`config.mk`:
```
export PLATFORM = sky130hd
export DESIGN_NAME = pipe_mux_n
export DESIGN_NICKNAME = d
export VERILOG_FILES = /design/src/rtl/pipe_mux_n.sv
export SDC_FILE = /design/constraint.sdc
export NUM_CORES = 1
export LEC_CHECK = 0
export CAP_MARGIN = 0
export CORE_MARGIN = 5
export CORE_UTILIZATION = 35
export CTS_BUF_LIST = sky130_fd_sc_hd__clkbuf_16
export CTS_CLUSTER_DIAMETER = 100
export DETAILED_ROUTE_END_ITERATION = 10
export SLEW_MARGIN = 20
export SYNTH_ARGS = -nofsm -noshare
export SYNTH_HDL_FRONTEND = slang
export SYNTH_SLANG_ARGS = --single-unit
```
`constraint.sdc`:
```
create_clock -name clk -period 2.07 [get_ports clk]
set_input_delay 0.3105 -clock clk [delete_from_list [all_inputs] [get_ports clk]]
set_output_delay 0.3105 -clock clk [all_outputs]
set_load 0.02 [all_outputs]
```
`src/rtl/pipe_mux_n.sv`:
```
// N:1 operand-select mux with a registered valid/ready output stage and a one-entry skid buffer.
// Optional sticky out-of-range select flag enabled by defining PIPE_MUX_SEL_CHECK_EN.
module pipe_mux_n #(
  parameter int unsigned WIDTH  = 32,
  parameter int unsigned NUM_IN = 4,
  localparam int unsigned SEL_W = $clog2(NUM_IN)
) (
  input  logic                    clk,
  input  logic                    rst_n,
  input  logic [NUM_IN*WIDTH-1:0] in_data,
  input  logic [SEL_W-1:0]        in_sel,
  input  logic                    in_valid,
  output logic                    in_ready,
  output logic [WIDTH-1:0]        out_data,
  output logic [SEL_W-1:0]        out_sel,
  output logic                    out_valid,
  input  logic                    out_ready,
  output logic                    sel_err
);

  typedef enum logic [1:0] {
    EMPTY = 2'd0,
    FULL1 = 2'd1,
    FULL2 = 2'd2
  } state_e;

  state_e             state_q, state_d;
  logic [WIDTH-1:0]   out_data_q, out_data_d;
  logic [SEL_W-1:0]   out_sel_q, out_sel_d;
  logic               out_valid_q, out_valid_d;
  logic [WIDTH-1:0]   skid_data_q, skid_data_d;
  logic [SEL_W-1:0]   skid_sel_q, skid_sel_d;
  logic               skid_valid_q, skid_valid_d;
  logic               in_ready_q, in_ready_d;

  logic [WIDTH-1:0]   sel_data_c;
  logic               accept_c;

  // Channel select; an out-of-range select matches no channel and yields zero.
  always_comb begin
    sel_data_c = '0;
    for (int unsigned k = 0; k < NUM_IN; k++) begin
      if (in_sel == SEL_W'(k)) begin
        sel_data_c = in_data[k*WIDTH +: WIDTH];
      end
    end
  end

  assign accept_c = in_valid && in_ready_q;

  // Next-state and storage update.
  always_comb begin
    state_d      = state_q;
    out_data_d   = out_data_q;
    out_sel_d    = out_sel_q;
    out_valid_d  = out_valid_q;
    skid_data_d  = skid_data_q;
    skid_sel_d   = skid_sel_q;
    skid_valid_d = skid_valid_q;

    case (state_q)
      EMPTY: begin
        if (accept_c) begin
          out_data_d  = sel_data_c;
          out_sel_d   = in_sel;
          out_valid_d = 1'b1;
          state_d     = FULL1;
        end
      end
      FULL1: begin
        if (accept_c && out_ready) begin
          out_data_d = sel_data_c;
          out_sel_d  = in_sel;
        end else if (accept_c) begin
          skid_data_d  = sel_data_c;
          skid_sel_d   = in_sel;
          skid_valid_d = 1'b1;
          state_d      = FULL2;
        end else if (out_ready) begin
          out_valid_d = 1'b0;
          state_d     = EMPTY;
        end
      end
      FULL2: begin
        if (out_ready) begin
          out_data_d   = skid_data_q;
          out_sel_d    = skid_sel_q;
          skid_valid_d = 1'b0;
          state_d      = FULL1;
        end
      end
      default: begin
        out_valid_d  = 1'b0;
        skid_valid_d = 1'b0;
        state_d      = EMPTY;
      end
    endcase

    // Ready is a pure function of the next registered state, never of this cycle's out_ready.
    in_ready_d = !skid_valid_d;
  end

  always_ff @(posedge clk or negedge rst_n) begin
    if (!rst_n) begin
      state_q      <= EMPTY;
      out_data_q   <= '0;
      out_sel_q    <= '0;
      out_valid_q  <= 1'b0;
      skid_data_q  <= '0;
      skid_sel_q   <= '0;
      skid_valid_q <= 1'b0;
      in_ready_q   <= 1'b1;
    end else begin
      state_q      <= state_d;
      out_data_q   <= out_data_d;
      out_sel_q    <= out_sel_d;
      out_valid_q  <= out_valid_d;
      skid_data_q  <= skid_data_d;
      skid_sel_q   <= skid_sel_d;
      skid_valid_q <= skid_valid_d;
      in_ready_q   <= in_ready_d;
    end
  end

  assign out_data  = out_data_q;
  assign out_sel   = out_sel_q;
  assign out_valid = out_valid_q;
  assign in_ready  = in_ready_q;

`ifdef PIPE_MUX_SEL_CHECK_EN
  logic sel_oor_c;
  logic sel_err_q;

  assign sel_oor_c = (32'(in_sel) >= NUM_IN);

  // Sticky until reset.
  always_ff @(posedge clk or negedge rst_n) begin
    if (!rst_n) begin
      sel_err_q <= 1'b0;
    end else if (accept_c && sel_oor_c) begin
      sel_err_q <= 1'b1;
    end
  end

  assign sel_err = sel_err_q;

`ifndef SYNTHESIS
  always_ff @(posedge clk) begin
    if (rst_n && accept_c) begin
      assert (!sel_oor_c)
        else $error("pipe_mux_n: accepted out-of-range select %0d", in_sel);
    end
  end
`endif
`else
  assign sel_err = 1'b0;
`endif

endmodule

```
Word level (Yosys, flattened, before mapping)
Index checks and enable logic that the tools add are counted.
{"block": "totals", "regBits": 73, "latchBits": 0, "ram_bits": 0, "mem_bits_ro": 0, "in_bits": 134, "out_inout_bits": 37, "elab_cells": 59, "n_memories": 0}
{"block": "op_classes", "add_sub_neg": 0, "n_mul": 0, "div": 0, "order_cmp": 0, "eq_ne": 12, "shift": 0, "mux": 27, "n_bitwise": 2, "reduce_logical": 10}
{"operator": "32-bit 2-to-1 mux", "n": 7}
{"operator": "32-bit one-hot mux with 3 select lines", "n": 1}
{"operator": "2-bit 2-to-1 mux", "n": 8}
{"operator": "2-bit inequality test (second input constant)", "n": 6}
{"operator": "2-bit one-hot mux with 3 select lines", "n": 2}
{"operator": "4-bit AND reduction", "n": 2}
{"operator": "1-bit 2-to-1 mux", "n": 7}
{"operator": "2-bit equality test (second input constant)", "n": 3}
{"operator": "1-bit one-hot mux with 3 select lines", "n": 2}
{"operator": "5-bit AND reduction", "n": 1}
{"operator": "2-bit by 1-bit equality test with 1-bit output (second input constant)", "n": 2}
{"operator": "2-bit logical NOT", "n": 2}
{"operator": "3-bit inequality test (second input constant)", "n": 1}
{"operator": "3-bit AND reduction", "n": 1}
{"operator": "3-bit nonzero test", "n": 1}
{"operator": "1-bit logical AND", "n": 2}
{"operator": "1-bit inverter", "n": 2}
{"operator": "1-bit logical NOT", "n": 1}

Longest topological paths before layout
{"block": "depth", "ltp_word": 7, "mapped_depth": 7, "depth_no_buf": 3}

Least setup slack after synthesis
No wires, ideal clock.
{"block": "synth_timing", "path_type": "flip-flop to flip-flop", "startpoint": "register in_ready_q (netlist: in_ready)", "endpoint": "register out_sel_q[0] (netlist: out_sel[0])", "setup_time_ps": 125, "t_arrival_ps": 1567, "required_time_ps": 1945, "slack_ps": 378, "path_stages_with_launch": 6, "path_buffers": 2, "period_less_slack_ps": 1692, "cell_sequence": "dfstp_2 > and2_1 > clkbuf_1 > a31o_1 > buf_2 > mux2_4"}
{"block": "synth_between", "elab_chain_len": 4, "word_cells_on_any_way": 5, "cone_classes": "eq/ne: 2; reduce/logical: 3"}
{"item": "start: declaration", "line_no": "34", "rtl": "logic in_ready_q, in_ready_d;"}
{"item": "start signal: assignment", "line_no": "121", "rtl": "in_ready_q <= in_ready_d;"}
{"item": "1-bit logical AND (*)", "line_no": "49", "rtl": "assign accept_c = in_valid && in_ready_q;"}
{"item": "1-bit logical AND", "line_no": "71", "rtl": "if (accept_c && out_ready) begin"}
{"item": "2-bit inequality test (no line)"}
{"item": "4-bit AND reduction (no line) (*)"}
{"item": "end signal: assignment", "line_no": "116", "rtl": "out_sel_q <= out_sel_d;"}
{"item": "end: declaration", "line_no": "29", "rtl": "logic [SEL_W-1:0] out_sel_q, out_sel_d;"}
Every way passes the cells marked *; elsewhere a longest branch is shown, timed or not.
A chain may end at the register's enable or synchronous reset.

Worst setup path after layout
{"block": "layout_timing", "startpoint": "register in_ready_q (netlist: in_ready)", "endpoint": "output in_ready"}
{"item": "end: declaration", "line_no": "13", "rtl": "output logic in_ready,"}
No word-level cell between the ends.

==> impl_metrics.csv <==
group,metric,value,unit
clocking,cts-root-buf,"clkbuf_16",
die,dieWidth,129.7,um
die,design.core.area,13990,sq um
clocking,cts_sinks,73,
timing,clock.fmax,554.9,MHz
detailed_routing,vias_per_cell,5.515,
setup_path,critical_path_class,"reg -> out",
clocking,clk_latency,0.33,ns
setup_path,path_delay_family,"buffers and inverters",
setup_path,reg2reg_depth,4,
detailed_routing,antenna_left,0,
placement,place_hpwl,10780,um
setup_path,crit_fanout,4,
logic_synthesis,ys_warn_count,0,
clocking,clk_path_buf_depth,2,
setup_path,reg2reg_to,"out_data[0]",
grt,antenna_found_initial,0,
timing,timing.final.crit_share,87.06,%
logic_synthesis,synth.net_count,577,
timing,period_needed,1.802,ns
final_layout,area_growth,42.99,%
min_path,hold_depth,1,
die,initial_core_util,35.87,%
logic_synthesis,postSynthCellCount,443,
die,dieArea,16830,sq um
detailed_routing,vias,4307,
timing,finalClockSkew,0.005175,ns
timing,fin_ws,0.2678,ns
timing,timing.setup.tns,0,ns
clocking,htreeDepth,3,
timing,slew_headroom,60.57,%
final_layout,num_antenna_cells,0,
grt,grt_start_max_net_pins,42,
logic_synthesis,netlist_area,5017,sq um
clocking,path_clk_slew,0.06,ns
min_path,min_from,"skid_valid_q",
final_layout,utilization,51.29,%
grt,grt_pass1_vias,4594,
final_layout,nFillCells,1279,
setup_path,crit_chain,"clkdlybuf4s50_1",
logic_synthesis,avgSynthCellArea,11.33,sq um
run,maxCapViolations,0,
timing,hold_ws,0.4439,ns
placement,place_congestion,0.7974,
power_and_ir_drop,leakagePower,2.830,nW
logic_synthesis,synth_seq_cells,73,
die,ios,171,
run_status,outcome,"finished clean",
timing,setup_viol,0,
final_layout,multiInputGateArea,2890,sq um
die,rows,43,
detailed_routing,dr.pass1.iters,4,
setup_path,cp.required,1.76,ns
setup_path,crit_buf_inv,1,
setup_path,max_stage_delay,0.61,ns
final_layout,drive_gt1_share,18.64,%
detailed_routing,totalWireLength,15150,um
timing,final_hold_viol_count,0,
power_and_ir_drop,p_total,7.754,mW
power_and_ir_drop,ir_worst_vdd,0.0005036,V
setup_path,reg2reg_from,"in_ready",
final_layout,nets,730,
clocking,cts_setup_buffers,0,
detailed_routing,first_iter_violations,251,
final_layout,seqCellArea,1828,sq um
timing,rsz0062_at_grt,"false",
setup_path,rrSetupSlack,0.28,ns
logic_synthesis,synth.distinct_cells,32,
timing,drv_slew,0,
clocking,cts_buffers,9,
die,die_h,129.7,um
setup_path,crit_path_end_kind,"output port",
placement,port_buffers,169,
detailed_routing,drc,0,
power_and_ir_drop,power.density,1081,nW/um^2
setup_path,slowest_stage,"clkdlybuf4s50_1",
min_path,hold_path_end,"in_ready",
final_layout,layout_common_cells,"166 x clkdlybuf4s50_1, 96 x mux2i_1, 72 x dfrtp_1, 36 x mux2_2",
timing,tightest_slew,0.5914,ns
final_layout,mostFrequentLayoutCell,"clkdlybuf4s50_1",
detailed_routing,post_drt_wl_per_cell,19.40,um
grt,grt_usage,17.71,%
placement,dp_slack,-0.01892,ns
min_path,hold_class,"reg -> reg",
setup_path,critPathLaunchType,"register",
grt,grt_overflow,0,
logic_synthesis,seq_area_frac_synth,36.43,%
grt,grt_pass1_wl,23570,um
clocking,cts_tree,"built",
setup_path,arrival,1.49,ns
layer usage:
layer,GRT usage [%],share of wire (%),vias to the layer above
met4,3.790,0.98,0
met2,29.42,47,170
met3,4.625,7.5,14
met1,23.38,45,2112
met5,0,0,-
li1,-,-,2011
timing repair:
| action | CTS | global route |
|---|---|---|
| gates resized for setup | 0 | 0 |
| hold buffers | 1 | 0 |
| endpoints found under the hold margin | 31 | 0 |
cell usage after synthesis, drive strengths merged:
cell,number,area (sq um)
o21a,1,7.510
mux2,38,435.4
a41oi,32,505.5
dfrtp,72,1802
a311oi,32,280.3
mux2i,96,960.9
a21oi,2,10.01
conb,1,3.750
inv,1,3.750
o32ai,1,8.760
and3b,2,17.52
clkbuf,24,91.33
nand2,32,120.1
clkinv,1,3.750
dfstp,1,26.28
nand3,1,5.000
o21ai,3,15.01
buf,29,217.7
nand2b,2,12.51
and2,1,6.260
nor2b,3,18.77
nand3b,32,240.2
or3,32,200.2
o2bb2ai,1,8.760
nor2,2,7.510
a31o,1,8.760
stage by stage:
step	instance area, sq um	std cells
2_1_floorplan	5017	443
3_3_place_gp	6885	764
3_5_place_dp	6885	764
4_1_cts	7174	781
5_1_grt	7174	781
6_report	7174	781
state kept, by name, summed over array words and instances (netlist names):
signal	cells
in_ready	1
skid_data_q	32
skid_sel_q	2
state_q	2
out_valid	1
out_data	32
skid_valid_q	1
out_sel	2
cell families (layout without fill, tap and decap cells):
| family | Yosys count | after routing | synth area share, % |
|---|---|---|---|
| flops | 73 | 73 | 36.43 |
| other cells | 1 | 1 | 0.07474 |
| mux | 134 | 134 | 27.83 |
| buf+inv | 55 | 213 | 6.309 |
| simple gates | 107 | 107 | 12.52 |
| compound gates | 73 | 73 | 16.83 |
cell type report:
cell class | instances | area share [%]
multi-input cells | 315 | 40.29
repair buffers | 195 | 27.10
flip-flops and latches | 73 | 25.48
clock buffers | 9 | 3.139
well taps | 180 | 3.139
clock inverters | 7 | 0.7499
inverters | 2 | 0.1046
where the power goes:
group,total (mW),internal (mW),switching (mW)
registers,2.60,2.15,0.446
clock network,1.48,0.909,0.569
logic,3.67,1.90,1.78
total,7.75,4.96,2.79
how the worst max path moves through the flow:
stage | from | end | cells after the start
2_1_floorplan | in_ready | out_sel[0] | 5
3_3_place_gp | out_ready | out_data[8] | 5
3_5_place_dp | out_ready | out_data[27] | 5
4_1_cts | in_ready | out_data[0] | 4
5_1_grt | state_q[0] | out_data[8] | 4
6_report | in_ready | in_ready | 1
Power figures use the tool's default switching activity.
